File: config.mk
export PLATFORM = sky130hd
export DESIGN_NAME = fp16_to_fixed
export DESIGN_NICKNAME = d
export VERILOG_FILES = /design/src/rtl/fp16_to_fixed.sv
export SDC_FILE = /design/constraint.sdc
export NUM_CORES = 1
export LEC_CHECK = 0
export ABC_AREA = 1
export CAP_MARGIN = 5
export CORE_MARGIN = 2
export CORE_UTILIZATION = 55
export CTS_BUF_LIST = sky130_fd_sc_hd__clkbuf_8
export CTS_CLUSTER_SIZE = 16
export DETAILED_ROUTE_END_ITERATION = 10
export PLACE_DENSITY = 0.87
export SKIP_LAST_GASP = 1
export SLEW_MARGIN = 25
export SYNTH_ARGS = -nofsm -noshare
export SYNTH_HDL_FRONTEND = slang
export SYNTH_SLANG_ARGS = --single-unit
File: constraint.sdc
create_clock -name clk_i -period 2.3 [get_ports clk_i]
set_input_delay 0.345 -clock clk_i [delete_from_list [all_inputs] [get_ports clk_i]]
set_output_delay 0.345 -clock clk_i [all_outputs]
set_load 0.01 [all_outputs]
File: src/rtl/fp16_to_fixed.sv
// rtl/fp16_to_fixed.sv - FP16 to signed Q(INT_W.FRAC_W) converter, one shift per cycle
module fp16_to_fixed #(
  parameter int INT_W  = 16,
  parameter int FRAC_W = 8
) (
  input  logic                      clk_i,
  input  logic                      rst_i,
  input  logic                      in_valid_i,
  output logic                      in_ready_o,
  input  logic [15:0]               fp_i,
  output logic                      out_valid_o,
  input  logic                      out_ready_i,
  output logic [INT_W+FRAC_W-1:0]   fix_o,
  output logic                      ovf_o,
  output logic                      inv_o
);

  localparam int OUT_W = INT_W + FRAC_W;
  localparam logic [OUT_W-1:0] L_POS_MAX = {1'b0, {(OUT_W-1){1'b1}}};
  localparam logic [OUT_W-1:0] L_NEG_MIN = {1'b1, {(OUT_W-1){1'b0}}};
  localparam logic signed [7:0] L_PK_MAX  = 8'(OUT_W - 2);
  localparam logic signed [7:0] L_PK_EDGE = 8'(OUT_W - 1);
  localparam logic signed [7:0] L_FRAC    = 8'(FRAC_W);

  typedef enum logic [1:0] {S_IDLE, S_SHIFT, S_DONE} state_t;

  state_t r_state;
  state_t w_next;

  logic [OUT_W-1:0] r_mag;
  logic [5:0]       r_cnt;
  logic             r_left;
  logic             r_sign;

  logic             w_sign;
  logic [4:0]       w_exp;
  logic [9:0]       w_frac;
  logic [10:0]      w_mant;
  logic [3:0]       w_p;
  logic signed [7:0] w_e;
  logic signed [7:0] w_k;
  logic signed [7:0] w_kneg;
  logic signed [7:0] w_pk;
  logic [5:0]       w_cnt0;
  logic             w_zero;
  logic             w_nan;
  logic             w_inf;
  logic             w_pow2;
  logic             w_big;
  logic             w_min_exact;
  logic             w_special;
  logic             w_accept;

  assign w_sign   = fp_i[15];
  assign w_exp    = fp_i[14:10];
  assign w_frac   = fp_i[9:0];
  assign w_accept = in_valid_i && (r_state == S_IDLE);

  assign in_ready_o  = (r_state == S_IDLE);
  assign out_valid_o = (r_state == S_DONE);

  // Decode the operand: mantissa, leading-one index, shift amount and special cases
  always_comb begin
    w_mant = (w_exp == 5'd0) ? {1'b0, w_frac} : {1'b1, w_frac};
    w_p = 4'd0;
    for (int i = 0; i < 11; i++) begin
      if (w_mant[i]) w_p = 4'(i);
    end
    w_e    = (w_exp == 5'd0) ? -8'sd14 : ($signed({3'b000, w_exp}) - 8'sd15);
    w_k    = w_e - 8'sd10 + L_FRAC;
    w_kneg = -w_k;
    w_pk   = $signed({4'b0000, w_p}) + w_k;
    // Right shifts past the mantissa width all yield zero, so cap the loop length
    if (w_k < 0) w_cnt0 = (w_kneg > 8'sd11) ? 6'd11 : w_kneg[5:0];
    else         w_cnt0 = w_k[5:0];
    w_zero      = (w_exp == 5'd0) && (w_frac == 10'd0);
    w_nan       = (w_exp == 5'd31) && (w_frac != 10'd0);
    w_inf       = (w_exp == 5'd31) && (w_frac == 10'd0);
    w_pow2      = ((w_mant & (w_mant - 11'd1)) == 11'd0);
    w_big       = (w_pk > L_PK_MAX);
    // -2^(OUT_W-1) is representable even though its magnitude is not
    w_min_exact = w_sign && w_pow2 && (w_pk == L_PK_EDGE);
    w_special   = w_zero || w_nan || w_inf || w_big;
  end

  // State register
  always_ff @(posedge clk_i or posedge rst_i) begin
    if (rst_i) r_state <= S_IDLE;
    else       r_state <= w_next;
  end

  // Next-state logic
  always_comb begin
    w_next = r_state;
    case (r_state)
      S_IDLE:  if (w_accept) w_next = w_special ? S_DONE : S_SHIFT;
      S_SHIFT: if (r_cnt == 6'd0) w_next = S_DONE;
      S_DONE:  if (out_ready_i) w_next = S_IDLE;
      default: w_next = S_IDLE;
    endcase
  end

  // Datapath: load on accept, shift while counting down, write the signed result
  always_ff @(posedge clk_i or posedge rst_i) begin
    if (rst_i) begin
      r_mag  <= '0;
      r_cnt  <= '0;
      r_left <= 1'b0;
      r_sign <= 1'b0;
      fix_o  <= '0;
      ovf_o  <= 1'b0;
      inv_o  <= 1'b0;
    end else begin
      case (r_state)
        S_IDLE: begin
          if (w_accept) begin
            ovf_o  <= 1'b0;
            inv_o  <= 1'b0;
            r_sign <= w_sign;
            if (w_nan) begin
              fix_o <= '0;
              inv_o <= 1'b1;
            end else if (w_zero) begin
              fix_o <= '0;
            end else if (w_min_exact) begin
              fix_o <= L_NEG_MIN;
            end else if (w_inf || w_big) begin
              fix_o <= w_sign ? L_NEG_MIN : L_POS_MAX;
              ovf_o <= 1'b1;
            end else begin
              r_mag  <= OUT_W'(w_mant);
              r_cnt  <= w_cnt0;
              r_left <= (w_k > 0);
            end
          end
        end
        S_SHIFT: begin
          if (r_cnt != 6'd0) begin
            r_mag <= r_left ? (r_mag << 1) : (r_mag >> 1);
            r_cnt <= r_cnt - 6'd1;
          end else begin
            fix_o <= r_sign ? (-r_mag) : r_mag;
          end
        end
        default: ;
      endcase
    end
  end

endmodule

==> out/metrics.csv <==
metric;value;unit
ios;48;
yosysSeqAreaShare;0.329;
die_x;95.1;um
cts_root_buffer;clkbuf_8;
critical_path_required;2.54;ns
path_delay_family;simple AND/OR/NAND/NOR gates;
port_buffers;47;
async_flop_share;1.00;
fin_hold_ws;0.362;ns
grt_use_total;0.326;
place_hpwl;8.94;mm
p_leak;3.23;nW
worstSetupPathType;in2reg;
place_area;5870;um^2
design_area;6660;um^2
max_cap_viol_count;0;
clkSinkCount;60;
critical_path_buf_inv_count;7;
synth_xor_area_frac;0.00768;
synth_compound_area_frac;0.151;
cp_num_cells;25;
clkTransAtPathRegs;0.07;ns
yosys.area_share.adder;0.0373;
h-tree-depth;3;
routed_via_density;6.05;
fillers;462;
cts_tree;yes;
num_vias;5628;
violations;negative setup slack;
finalCriticalPeriod;3.00;ns
initial_utilization;0.561;
avgSynthCellArea;6.48;um^2
diodes;0;
firstDrtPassIters;8;
max-slew-margin-rel;0.238;
final_core_util;0.818;
ant_nets;0;
fmax;0.333;GHz
routed_wl;16.1;mm
antenna_found_initial;0;
gp_routability_congestion;0.891;
setup.worst_path.end_class;register;
pre_cts_ws;-1.36;ns
ys_ff_latch;60;
grt_start_max_net_pins;61;
rows;33;
die_y;95.1;um
cts_made_buffers;9;
multi_input_area;3260;um^2
worstPathArrival;3.24;ns
worstSkewPairLatency;0.36;ns
ys_warn_count;0;
synth_edf_count;0;
synthMuxAreaShare;0;
drv_slew;0;
stdcell_count;931;
nNetsFinal;854;
netlist_area;4560;um^2
dp_cells;893;
worstHoldPathType;in2async;
core-area;8130;um^2
clockBufferDepth;2;
cp_max_fo;11;
die_area;9040;um^2
tightestPinTransition;1.14;ns
irDropWorstVdd;0.555;mV
finalHoldViolCount;0;
grt_pass1_wl;23.4;mm
cp_common_cell;nand2_2;
drc;0;
layout_commonest_cell;nand2_1;
min_period_over_period;1.31;
setup_viol;58;
powerDensity;1120;nW/um^2
rr_worst_depth;14;
final_cell_mix;nand2_1, buf_4, o21ai_0, dfrtp_1, inv_1;
slowest_delay;0.23;ns
worstSetupStartpointType;primary input;
drive_above_1_share;0.292;
outcome;complete, but fails checks;
critPathSlowestCell;ha_4;
syn-num-nets;737;
synth_cell_type_count;39;
areaGrowthSynthToFinish;45.9;%
synth_top_family_by_area;simple AND/OR/NAND/NOR gates;
grt_pass1_vias;5168;
skew;0.0105;ns
register_area;1500;um^2
overflow;0;
setup_slack;-0.704;ns
synthSimpleGateAreaFrac;0.381;
initialDrtViolationCount;622;
wl_per_cell;17.3;um
synthFlopType;dfrtp_1;
rsz0062_at_grt;yes;
syn_inst;704;
[path summary, 6_finish.rpt]
kind	startpoint	slack, ns	end
setup / recovery	fp_i[11]	-0.70	r_mag[9]
hold / removal	rst_i	0.36	fix_o[21]
setup reg to reg	r_mag[0]	-0.25	fix_o[22]
hold reg to reg	fix_o[15]	0.47	fix_o[15]
max in group asynchronous	rst_i	1.65	r_mag[14]
min in group clk_i	fix_o[15]	0.47	fix_o[15]
[Yosys cell counts (all sizes together), types with 4 or more instances]
| cell | instances | area, um^2 |
|---|---|---|
| ha | 12 | 150 |
| clkbuf | 18 | 67.6 |
| a21oi | 48 | 240 |
| nor2 | 49 | 186 |
| xor2 | 4 | 35.0 |
| dfrtp | 60 | 1500 |
| nand4 | 9 | 56.3 |
| nand3 | 89 | 475 |
| o21ai | 72 | 360 |
| inv | 67 | 251 |
| nor3 | 11 | 71.3 |
| buf | 14 | 96.3 |
| nand3b | 5 | 37.5 |
| nand2 | 228 | 898 |
[cells by family after synthesis]
family,count (synthesis)
AO/OA/AOI/OAI,132
XOR/XNOR,4
flip-flops,60
other,1
AND/OR/NAND/NOR,393
adder cells (fa/ha/maj),13
buffers and inverters,101
[flip-flops by register name, indices dropped and copies added (netlist names)]
| register | flops |
|---|---|
| fix_o | 24 |
| r_mag | 24 |
| r_cnt | 6 |
| r_state | 2 |
| inv_o | 1 |
| ovf_o | 1 |
| r_left | 1 |
| r_sign | 1 |
[worst register-to-register path: cells and delay by family (launching register included)]
kind	cells	cell delay (ns)
AND/OR/NAND/NOR	11	1.63
buffers and inverters	2	0.19
flip-flops	1	0.45
adder cells (fa/ha/maj)	1	0.16
[final cells by class]
type	instances	share of cell area
Inverter	69	0.0423
Clock buffer	9	0.0186
Clock inverter	7	0.00883
Sequential cell	60	0.226
Multi-Input combinational cell	547	0.490
Tap cell	105	0.0197
Timing Repair Buffer	134	0.195
[metal layers]
metal,part of all wire,vias up,GRT usage,wire [um]
met5,0,-,0,0
met4,0.063,0,0.161,1010
met3,0.077,101,0.0553,1240
met2,0.50,343,0.586,7980
met1,0.36,2632,0.372,5850
li1,-,2552,-,-
[stage by stage]
stage          TNS [ns]  power, W
2_1_floorplan    -29.52   0.00436
3_3_place_gp     -69.42   0.00539
3_5_place_dp     -75.00   0.00558
4_1_cts          -32.47   0.00678
5_1_grt          -41.08   0.00794
6_report         -37.43   0.00748
[where the power goes]
part,internal (W),switching (W),total (W)
registers,0.00151,0.000468,0.00198
clock network,0.000486,0.000438,0.000924
logic,0.00182,0.00276,0.00458
total,0.00382,0.00366,0.00748
[what timing repair did]
item                                    in CTS  in global routing
gates resized for setup                     41                 70
gates cloned                                 3                  5
hold buffers                                 0                  0
endpoints found under the setup margin      58                 58
pin swaps                                   25                 51
setup buffers                               15                  6
Power figures use the tool's default switching activity.
